<file path="src/rtl/ncc_window_acc.sv">
// Purpose : sliding-window accumulator for normalised cross-correlation. Loads a
//           WIN-pixel template row, then streams search pixels through a WIN-deep
//           window and reports sum_g, sum_g2, sum_fg (f.g), sum_f and sum_f2 per offset.
// Latency : 1 cycle from the accepted search pixel that completes a window to out_valid.
// Backpressure: a pending result holds in_ready low in STREAM until it is taken.
//           A take and a new accept in the same cycle reload with no bubble.
//
// Ports   : clk, rst_n (async active-low)
//           start                 begins a frame from IDLE
//           pix/in_valid/in_ready pixel stream (template f in LOAD_F, search g otherwise)
//           out_valid/out_ready   result handshake
//           sum_g, sum_g2, sum_fg, sum_f, sum_f2, offset, row   registered result
//           frame_sum_f, frame_sum_f2                          whole-frame template sums
//           busy, done            busy outside IDLE, one-cycle end-of-frame pulse
// Config  : define NCC_FG_CROSS_EN to build the f*g dot product. Without it sum_fg is 0.
//           ROWS and OFFSETS must be 2 or more.
module ncc_window_acc #(
  parameter int PIX_W   = 3,
  parameter int WIN     = 16,
  parameter int ROWS    = 16,
  parameter int OFFSETS = 64,
  localparam int LW  = $clog2(WIN),
  localparam int SW  = PIX_W + LW,
  localparam int QW  = 2*PIX_W + LW,
  localparam int OW  = $clog2(OFFSETS),
  localparam int RW  = $clog2(ROWS),
  localparam int FSW = SW + RW,
  localparam int FQW = QW + RW
) (
  input  logic             clk,
  input  logic             rst_n,
  input  logic             start,
  input  logic [PIX_W-1:0] pix,
  input  logic             in_valid,
  output logic             in_ready,
  output logic             out_valid,
  input  logic             out_ready,
  output logic [SW-1:0]    sum_g,
  output logic [QW-1:0]    sum_g2,
  output logic [QW-1:0]    sum_fg,
  output logic [SW-1:0]    sum_f,
  output logic [QW-1:0]    sum_f2,
  output logic [OW-1:0]    offset,
  output logic [RW-1:0]    row,
  output logic [FSW-1:0]   frame_sum_f,
  output logic [FQW-1:0]   frame_sum_f2,
  output logic             busy,
  output logic             done
);

  typedef enum logic [2:0] {
    S_IDLE    = 3'd0,
    S_LOAD_F  = 3'd1,
    S_PRIME_G = 3'd2,
    S_STREAM  = 3'd3,
    S_FIN     = 3'd4
  } state_t;

  state_t state, state_nxt;

  logic [LW-1:0]    cnt;
  logic [OW-1:0]    off_cnt;
  logic [RW-1:0]    row_cnt;
  logic [PIX_W-1:0] g_sr [WIN];   // g_sr[0] is the oldest pixel of the window
  logic [SW-1:0]    run_g, acc_f;
  logic [QW-1:0]    run_g2, acc_f2;

  logic [2*PIX_W-1:0] pix_x, old_x, pix_sq, old_sq;
  logic [SW-1:0]      run_g_nxt;
  logic [QW-1:0]      run_g2_nxt;
  logic [QW-1:0]      fg_nxt;

  logic pix_acc, stream_acc, start_go;
  logic f_last, p_last, o_last, r_last;
  logic shift_g, clear_row;

  assign pix_acc    = in_valid && in_ready;
  assign stream_acc = pix_acc && (state == S_STREAM);
  assign start_go   = (state == S_IDLE) && start;

  assign f_last = (cnt == LW'(WIN-1));
  assign p_last = (cnt == LW'(WIN-2));
  assign o_last = (off_cnt == OW'(OFFSETS-1));
  assign r_last = (row_cnt == RW'(ROWS-1));

  assign shift_g   = pix_acc && ((state == S_PRIME_G) || (state == S_STREAM));
  // Start of frame and start of each subsequent row both need a fresh window and template sums.
  assign clear_row = start_go || (stream_acc && o_last && !r_last);

  assign pix_x  = {{PIX_W{1'b0}}, pix};
  assign old_x  = {{PIX_W{1'b0}}, g_sr[0]};
  assign pix_sq = pix_x * pix_x;
  assign old_sq = old_x * old_x;

  // Running sums: the evicted slot is zero while priming, so the same update works throughout.
  // Intermediate wrap cancels because the final value always fits the width.
  assign run_g_nxt  = run_g + SW'(pix) - SW'(g_sr[0]);
  assign run_g2_nxt = run_g2 + QW'(pix_sq) - QW'(old_sq);

`ifdef NCC_FG_CROSS_EN
  logic [PIX_W-1:0] f_reg [WIN];

  always_ff @(posedge clk or negedge rst_n) begin
    if (!rst_n) begin
      for (int k = 0; k < WIN; k++) f_reg[k] <= '0;
    end else if (pix_acc && (state == S_LOAD_F)) begin
      f_reg[cnt] <= pix;
    end
  end

  // Dot product over the window as it will be after this shift: f[k] meets g_sr[k+1],
  // and the newest slot is the incoming pixel.
  always_comb begin
    fg_nxt = QW'(f_reg[WIN-1]) * QW'(pix);
    for (int k = 0; k < WIN-1; k++) begin
      fg_nxt = fg_nxt + QW'(f_reg[k]) * QW'(g_sr[k+1]);
    end
  end
`else
  assign fg_nxt = '0;
`endif

  // State register
  always_ff @(posedge clk or negedge rst_n) begin
    if (!rst_n) state <= S_IDLE;
    else        state <= state_nxt;
  end

  // Next-state logic
  always_comb begin
    state_nxt = state;
    case (state)
      S_IDLE:    if (start) state_nxt = S_LOAD_F;
      S_LOAD_F:  if (pix_acc && f_last) state_nxt = S_PRIME_G;
      S_PRIME_G: if (pix_acc && p_last) state_nxt = S_STREAM;
      S_STREAM:  if (pix_acc && o_last) state_nxt = r_last ? S_FIN : S_LOAD_F;
      S_FIN:     if (!out_valid) state_nxt = S_IDLE;
      default:   state_nxt = S_IDLE;
    endcase
  end

  // FSM outputs
  always_comb begin
    in_ready = 1'b0;
    done     = 1'b0;
    busy     = (state != S_IDLE);
    case (state)
      S_LOAD_F, S_PRIME_G: in_ready = 1'b1;
      S_STREAM:            in_ready = !out_valid || out_ready;
      S_FIN:               done     = !out_valid;
      default:             ;
    endcase
  end

  // Counters, window and template accumulation
  always_ff @(posedge clk or negedge rst_n) begin
    if (!rst_n) begin
      cnt          <= '0;
      off_cnt      <= '0;
      row_cnt      <= '0;
      run_g        <= '0;
      run_g2       <= '0;
      acc_f        <= '0;
      acc_f2       <= '0;
      frame_sum_f  <= '0;
      frame_sum_f2 <= '0;
      for (int k = 0; k < WIN; k++) g_sr[k] <= '0;
    end else begin
      if (start_go) begin
        row_cnt      <= '0;
        frame_sum_f  <= '0;
        frame_sum_f2 <= '0;
        cnt          <= '0;
        off_cnt      <= '0;
      end

      if (pix_acc && (state == S_LOAD_F)) begin
        if (f_last) begin
          cnt          <= '0;
          frame_sum_f  <= frame_sum_f  + FSW'(acc_f  + SW'(pix));
          frame_sum_f2 <= frame_sum_f2 + FQW'(acc_f2 + QW'(pix_sq));
        end else begin
          cnt <= cnt + 1'b1;
        end
      end

      if (pix_acc && (state == S_PRIME_G)) begin
        if (p_last) begin
          cnt     <= '0;
          off_cnt <= '0;
        end else begin
          cnt <= cnt + 1'b1;
        end
      end

      if (stream_acc) begin
        off_cnt <= o_last ? '0 : off_cnt + 1'b1;
        if (o_last && !r_last) row_cnt <= row_cnt + 1'b1;
      end

      if (clear_row) begin
        acc_f  <= '0;
        acc_f2 <= '0;
      end else if (pix_acc && (state == S_LOAD_F)) begin
        acc_f  <= acc_f  + SW'(pix);
        acc_f2 <= acc_f2 + QW'(pix_sq);
      end

      if (clear_row) begin
        run_g  <= '0;
        run_g2 <= '0;
        for (int k = 0; k < WIN; k++) g_sr[k] <= '0;
      end else if (shift_g) begin
        run_g  <= run_g_nxt;
        run_g2 <= run_g2_nxt;
        for (int k = 0; k < WIN-1; k++) g_sr[k] <= g_sr[k+1];
        g_sr[WIN-1] <= pix;
      end
    end
  end

  // Result register: held until taken, reloaded directly on take+accept.
  always_ff @(posedge clk or negedge rst_n) begin
    if (!rst_n) begin
      out_valid <= 1'b0;
      sum_g     <= '0;
      sum_g2    <= '0;
      sum_fg    <= '0;
      sum_f     <= '0;
      sum_f2    <= '0;
      offset    <= '0;
      row       <= '0;
    end else begin
      if (stream_acc) begin
        out_valid <= 1'b1;
        sum_g     <= run_g_nxt;
        sum_g2    <= run_g2_nxt;
        sum_fg    <= fg_nxt;
        sum_f     <= acc_f;
        sum_f2    <= acc_f2;
        offset    <= off_cnt;
        row       <= row_cnt;
      end else if (out_ready) begin
        out_valid <= 1'b0;
      end
    end
  end

endmodule

</file>
<file path="config.mk">
export PLATFORM = sky130hd
export DESIGN_NAME = ncc_window_acc
export DESIGN_NICKNAME = d
export VERILOG_FILES = /design/src/rtl/ncc_window_acc.sv
export SDC_FILE = /design/constraint.sdc
export NUM_CORES = 1
export LEC_CHECK = 0
export CAP_MARGIN = 40
export CORE_ASPECT_RATIO = 1.4
export CORE_UTILIZATION = 62
export DETAILED_ROUTE_END_ITERATION = 16
export GPL_ROUTABILITY_DRIVEN = 0
export PLACE_DENSITY = 0.86
export SETUP_SLACK_MARGIN = 0.3
export SLEW_MARGIN = 20
export SYNTH_ARGS = -nofsm -noshare
export SYNTH_HDL_FRONTEND = slang
export SYNTH_SLANG_ARGS = --single-unit
</file>
<file path="constraint.sdc">
create_clock -name clk -period 9 [get_ports clk]
set_input_delay 0.9 -clock clk [delete_from_list [all_inputs] [get_ports clk]]
set_output_delay 0.9 -clock clk [all_outputs]
set_load 0.02 [all_outputs]
</file>
---- Word level (Yosys, flattened, before mapping) ----
Cells that the tools add are included.
storage, ports and cells
  flip-flop bits (word level) ............. 169
  bits of input ports ..................... 8
  output and inout bits ................... 83
  logic and storage cells ................. 126
cells by class
  add/sub/neg operators ................... 13
  multiply operators ...................... 2
  eq/ne operators ......................... 13
  mux-type cells .......................... 40
  reductions and logical operators ........ 25
operators by type and width
  cell                                           count
  2-to-1 mux 48 bit                              2
  2-to-1 mux 14 bit                              3
  2-to-1 mux 10 bit                              4
  2-to-1 mux 11 bit                              3
  2-to-1 mux 4 bit                               8
  2-to-1 mux 6 bit                               5
  2-to-1 mux 7 bit                               4
  adder 10 x 6 -> 10 bit                         2
  2-to-1 mux 3 bit                               6
  one-hot mux 3 bit (5 select lines)             1
  adder 14 x 11 -> 14 bit                        1
  adder 7 x 3 -> 7 bit                           2
  == test 4 bit, second input constant           3
  logical AND 1 bit                              12
  multiplier 3 x 3 -> 6 bit                      2
  adder 10 x 6 -> 11 bit                         1
  adder 11 x 8 -> 11 bit                         1
  subtractor 10 x 6 -> 10 bit                    1
  adder 4 x 1 -> 4 bit, second input constant    2
  adder 7 x 3 -> 8 bit                           1
  != test 2 bit, second input constant           4
  subtractor 7 x 3 -> 7 bit                      1
  adder 6 x 1 -> 6 bit, second input constant    1
  == test 3 x 2 -> 1 bit, second input constant  2
  other kinds (13)                               21

---- Depth between registers and ports, before layout ----
  depth in word-level cells ............... 9
  gate-level depth with buffers ........... 13
  gate-level depth less buffers ........... 13

---- Worst setup path after synthesis ----
Ideal clock, no wire load.
  kind .................................... input to register
  start ................................... input pix[0]
  end ..................................... register run_g2[9]
  setup time .............................. 139 ps
  arrival ................................. 3,434 ps
  required time ........................... 8,861 ps
  slack ................................... 5,427 ps
  cell stages on the path ................. 13
  buffers on the path ..................... 0
  cell sequence ........................... inv_1 > nor2_1 > ha_1 > xor2_1 > fa_1 > inv_1 > ha_1 > nand3_1 > o2111ai_2 > a41oi_1 > o21a_1 > o311ai_0 > o31ai_1
on the way
  cells in the longest elaborated chain, start to end .. 5
RTL lines
  item                         RTL line  RTL
  start, declared              33        input logic [PIX_W-1:0] pix,
  multiplier 3 x 3 -> 6 bit    92        assign pix_sq = pix_x * pix_x;
  adder 10 x 6 -> 10 bit       98        assign run_g2_nxt = run_g2 + QW'(pix_sq) - QW'(old_sq);
  subtractor 10 x 6 -> 10 bit  98
  2-to-1 mux 10 bit            213       end else if (shift_g) begin
  2-to-1 mux 10 bit            209       if (clear_row) begin
  end signal, assigned         215       run_g2 <= run_g2_nxt;
  end, declared                66        logic [QW-1:0] run_g2, acc_f2;
Every way passes these cells. The select of a mux whose other input is x is not followed.
A chain may end at the register's enable or synchronous reset.

---- Final worst setup path ----
  start ................................... input pix[1]
  end ..................................... register run_g2[9]
Same word-level chain as after synthesis.

==> results.tsv <==
stage	metric	value	unit
floorplanning	die footprint	15500	µm²
finish	area delta synth->final	15.6	%
synth	sequential area share after synthesis	45.5	%
clocking	worst-skew pair later-pin latency	430	ps
synth	Seq cells post-synth	169	
setup_path	Crit path required time	9280	ps
global_route	vias in the first global route	7464	
place	Post-DP HPWL	13900	µm
synth	Mean Syn Cell Area	9.05	µm²
setup_path	Worst R2R Start	g_sr[47]	
synth	Yosys top cell by area	dfrtp_1	
global_route	largest net degree at the start of global routing	88	
floorplanning	Std-Cell Core Area	14600	µm²
synth	Mapped Area	9300	µm²
place	port buffer count	80	
clocking	Clock Tree Root	clkbuf_16	
floorplanning	Die H	147	µm
setup_path	crit end category	register	
clocking	TritonCTS Sinks	169	
routing	total wire length	20800	µm
setup_path	CP Data Arrival Time	4400	ps
sta	Max Fclk	243	MHz
synth	Synth Area in XOR/XNOR	4.01	%
synth	Main synth FF type	dfrtp_1	
routing	via count	7407	
power	Max VDD drop	0.000163	V
routing	# DRC	0	
outcome	outcome	completed	
finish	antenna cells	0	
sta	Worst Tran Pin Value	822	ps
floorplanning	# rows	52	
routing	via/cell ratio	5.73	
sta	Max Slew Vio Count	0	
clocking	setup bufs post-CTS	0	
synth	number of synthesized flops with an enable pin	0	
setup_path	Crit Path Class	input port to register	
sta	final hold violations	0	
sta	crit path time final	4120	ps
clocking	hold buffers post-CTS	0	
clocking	CTS Buffer Depth	2	
min_path	worst hold path type	input port to asynchronous set/reset pin	
synth	simple-gate area share of the yosys netlist	18.8	%
synth	largest family of logic cells by synthesized area	simple AND/OR/NAND/NOR gates	
global_route	GRT Resource Usage Total	28.6	%
setup_path	type of origin of the critical path	input port	
sta	RSZ-0062 raised after global routing	no	
synth	synth unique cells	60	
setup_path	Crit Path Max Fanout	5	
floorplanning	Initial Util	63.8	%
power	Power Density	307	nW/µm²
finish	share of cells above drive strength 1	5.08	%
global_route	GRT overflow	0	
synth	Post-Synth Adder-Cell Area	12.2	%
finish	nets	1177	
floorplanning	Die X	105	µm
synth	Synth warnings	0	
clocking	post_cts resized	0	
synth	mux contribution to synthesized area	1.01	%
synth	Post-synth ARST share	100	%
sta	Rel. slew slack	45.0	%
clocking	CTS tree	built	
setup_path	RR Endpoint	run_g2[9]	
routing	Antenna Violating Nets Remaining	0	
synth	Synth Area in Compound Gates	12.8	%
synth	Cells after Synth	1027	
clocking	CTS buffer count	17	
sta	clk_skew	7.42	ps
clocking	Worst-path clk slew	70	ps
sta	setup_tns	0	ps
global_route	first-pass GRT wire length	35200	µm
synth	Synth top area share	45.5	%
synth	synth top area cells	dfrtp_1, nand2_1, ha_1, a21oi_1, fa_1	
routing	drt pass-1 iters	5	
sta	worst hold margin	371	ps
setup_path	r2r worst-path depth	11	
global_route	initial antenna violation count	0	
power	Pleak	5.15	nW
sta	Final Cycle Share	45.8	%
floorplanning	Ports	91	
job	max_cap viols	0	
routing	WL/cell	16.1	µm
sta	setup violators final	0	
clocking	H-tree depth	4	
setup_path	FF-to-FF setup slack	5740	ps
routing	initial DRC count	481	
[metrics by stage]
| step | power (mW) | utilization [%] | cell area (µm²) | instances | setup slack, ps |
|---|---|---|---|---|---|
| global route | 3.52 | 73.8 | 10800 | 1292 | 4610 |
| finish | 3.30 | 73.8 | 10800 | 1292 | 4880 |
| detailed placement | 2.57 | 69.7 | 10200 | 1258 | 4460 |
| global placement | 2.51 | 69.5 | 10100 | 1257 | 4590 |
| CTS | 3.29 | 73.5 | 10700 | 1290 | 4880 |
| floorplan | 2.12 | - | 9330 | 1036 | 5430 |
[worst max-delay path, stage by stage]
cell and delay [ps]:
clkdlybuf4s50_1 590, inv_1 280, nor2_1 70, ha_1 360, inv_1 70, fa_1 490, inv_1 50, ha_1 330
nand3_1 110, o2111ai_2 250, a41oi_1 210, o21a_1 220, o311ai_0 330, o31ai_1 130
[area by class of cell]
class	instances	area (µm²)
Multi-Input combinational cell	752	4580
Sequential cell	169	4230
Fill cell	1043	3820
Timing Repair Buffer	90	921
Clock buffer	23	468
Tap cell	189	236
Inverter	60	225
Clock inverter	9	91.3
[report_power, final]
part	leakage, nW	internal, mW	total [mW]	switching (mW)
logic	2.62	0.654	1.49	0.838
clock network	0.260	0.397	0.699	0.302
registers	2.27	0.943	1.11	0.167
[logic make-up after synthesis]
family,after synthesis
adder cells (fa/ha/maj),79
flip-flops,169
AO/OA/AOI/OAI,201
XOR/XNOR,41
other,1
multiplexers,9
buffers and inverters,115
AND/OR/NAND/NOR,412
[cell usage after synthesis, types with 2 or more instances]
master,number
nand2_1,283
dfrtp_1,169
a21oi_1,90
ha_1,60
inv_1,60
o21ai_0,49
nor2_1,42
nand3_1,26
clkbuf_1,20
xnor2_1,20
xor2_1,20
fa_1,19
buf_2,17
a21o_1,11
buf_4,10
nor3_1,10
or3_1,9
nand2b_1,8
nor2b_1,8
a211oi_1,7
a22o_1,7
a31oi_1,6
and3_1,6
mux2i_1,6
and2_1,5
buf_6,5
o31ai_1,5
nand4_1,4
o22ai_1,4
buf_1,3
mux2_2,3
o21a_1,3
a211o_1,2
a41oi_1,2
o21bai_1,2
or2_2,2
[layout by cell type, fill, tap and decap left out, types with 5 or more instances in the layout]
| cell type | synthesis | routed |
|---|---|---|
| xor2_1 | 20 | 20 |
| a21oi_1 | 90 | 90 |
| or3_1 | 9 | 9 |
| nand2_1 | 283 | 283 |
| fa_1 | 19 | 19 |
| o31ai_1 | 5 | 5 |
| clkdlybuf4s50_1 | 0 | 79 |
| a22o_1 | 7 | 7 |
| a31oi_1 | 6 | 6 |
| nand3_1 | 26 | 25 |
| nor3_1 | 10 | 10 |
| a211oi_1 | 7 | 7 |
| and2_1 | 5 | 5 |
| o21ai_0 | 49 | 49 |
| conb_1 | 1 | 10 |
| inv_1 | 60 | 60 |
| buf_4 | 10 | 7 |
| xnor2_1 | 20 | 20 |
| nor2b_1 | 8 | 8 |
| and3_1 | 6 | 5 |
| nor2_1 | 42 | 42 |
| clkbuf_16 | 0 | 17 |
| a21o_1 | 11 | 11 |
| dfrtp_1 | 169 | 169 |
| mux2i_1 | 6 | 6 |
| ha_1 | 60 | 60 |
| nand2b_1 | 8 | 8 |
[sequential cells by signal (all words and copies together) (netlist names), 10 cells and up]
| name | cells |
|---|---|
| g_sr | 48 |
| acc_f2 | 10 |
| sum_f2 | 10 |
| run_g2 | 10 |
| frame_sum_f | 11 |
| frame_sum_f2 | 14 |
| sum_g2 | 10 |
[metal layers]
| layer | track usage [%] | wire [µm] | part of all wire [%] |
|---|---|---|---|
| met5 | 0 | 0 | 0 |
| met4 | 11.9 | 658 | 3.2 |
| met3 | 4.04 | 909 | 4.4 |
| met2 | 49.3 | 10600 | 51 |
| met1 | 36.1 | 8620 | 41 |
[how the worst max path moves through the flow]
stage | start | end | slack (ps) | cells after the start
2_1_floorplan | pix[0] | run_g2[9] | 5430 | 13
3_3_place_gp | pix[0] | run_g2[9] | 4590 | 14
3_5_place_dp | pix[0] | run_g2[9] | 4460 | 14
4_1_cts | pix[0] | run_g2[9] | 4880 | 14
5_1_grt | pix[0] | run_g2[9] | 4610 | 14
6_report | pix[1] | run_g2[9] | 4880 | 14
Note: power is estimated with default switching activity, not from simulation.
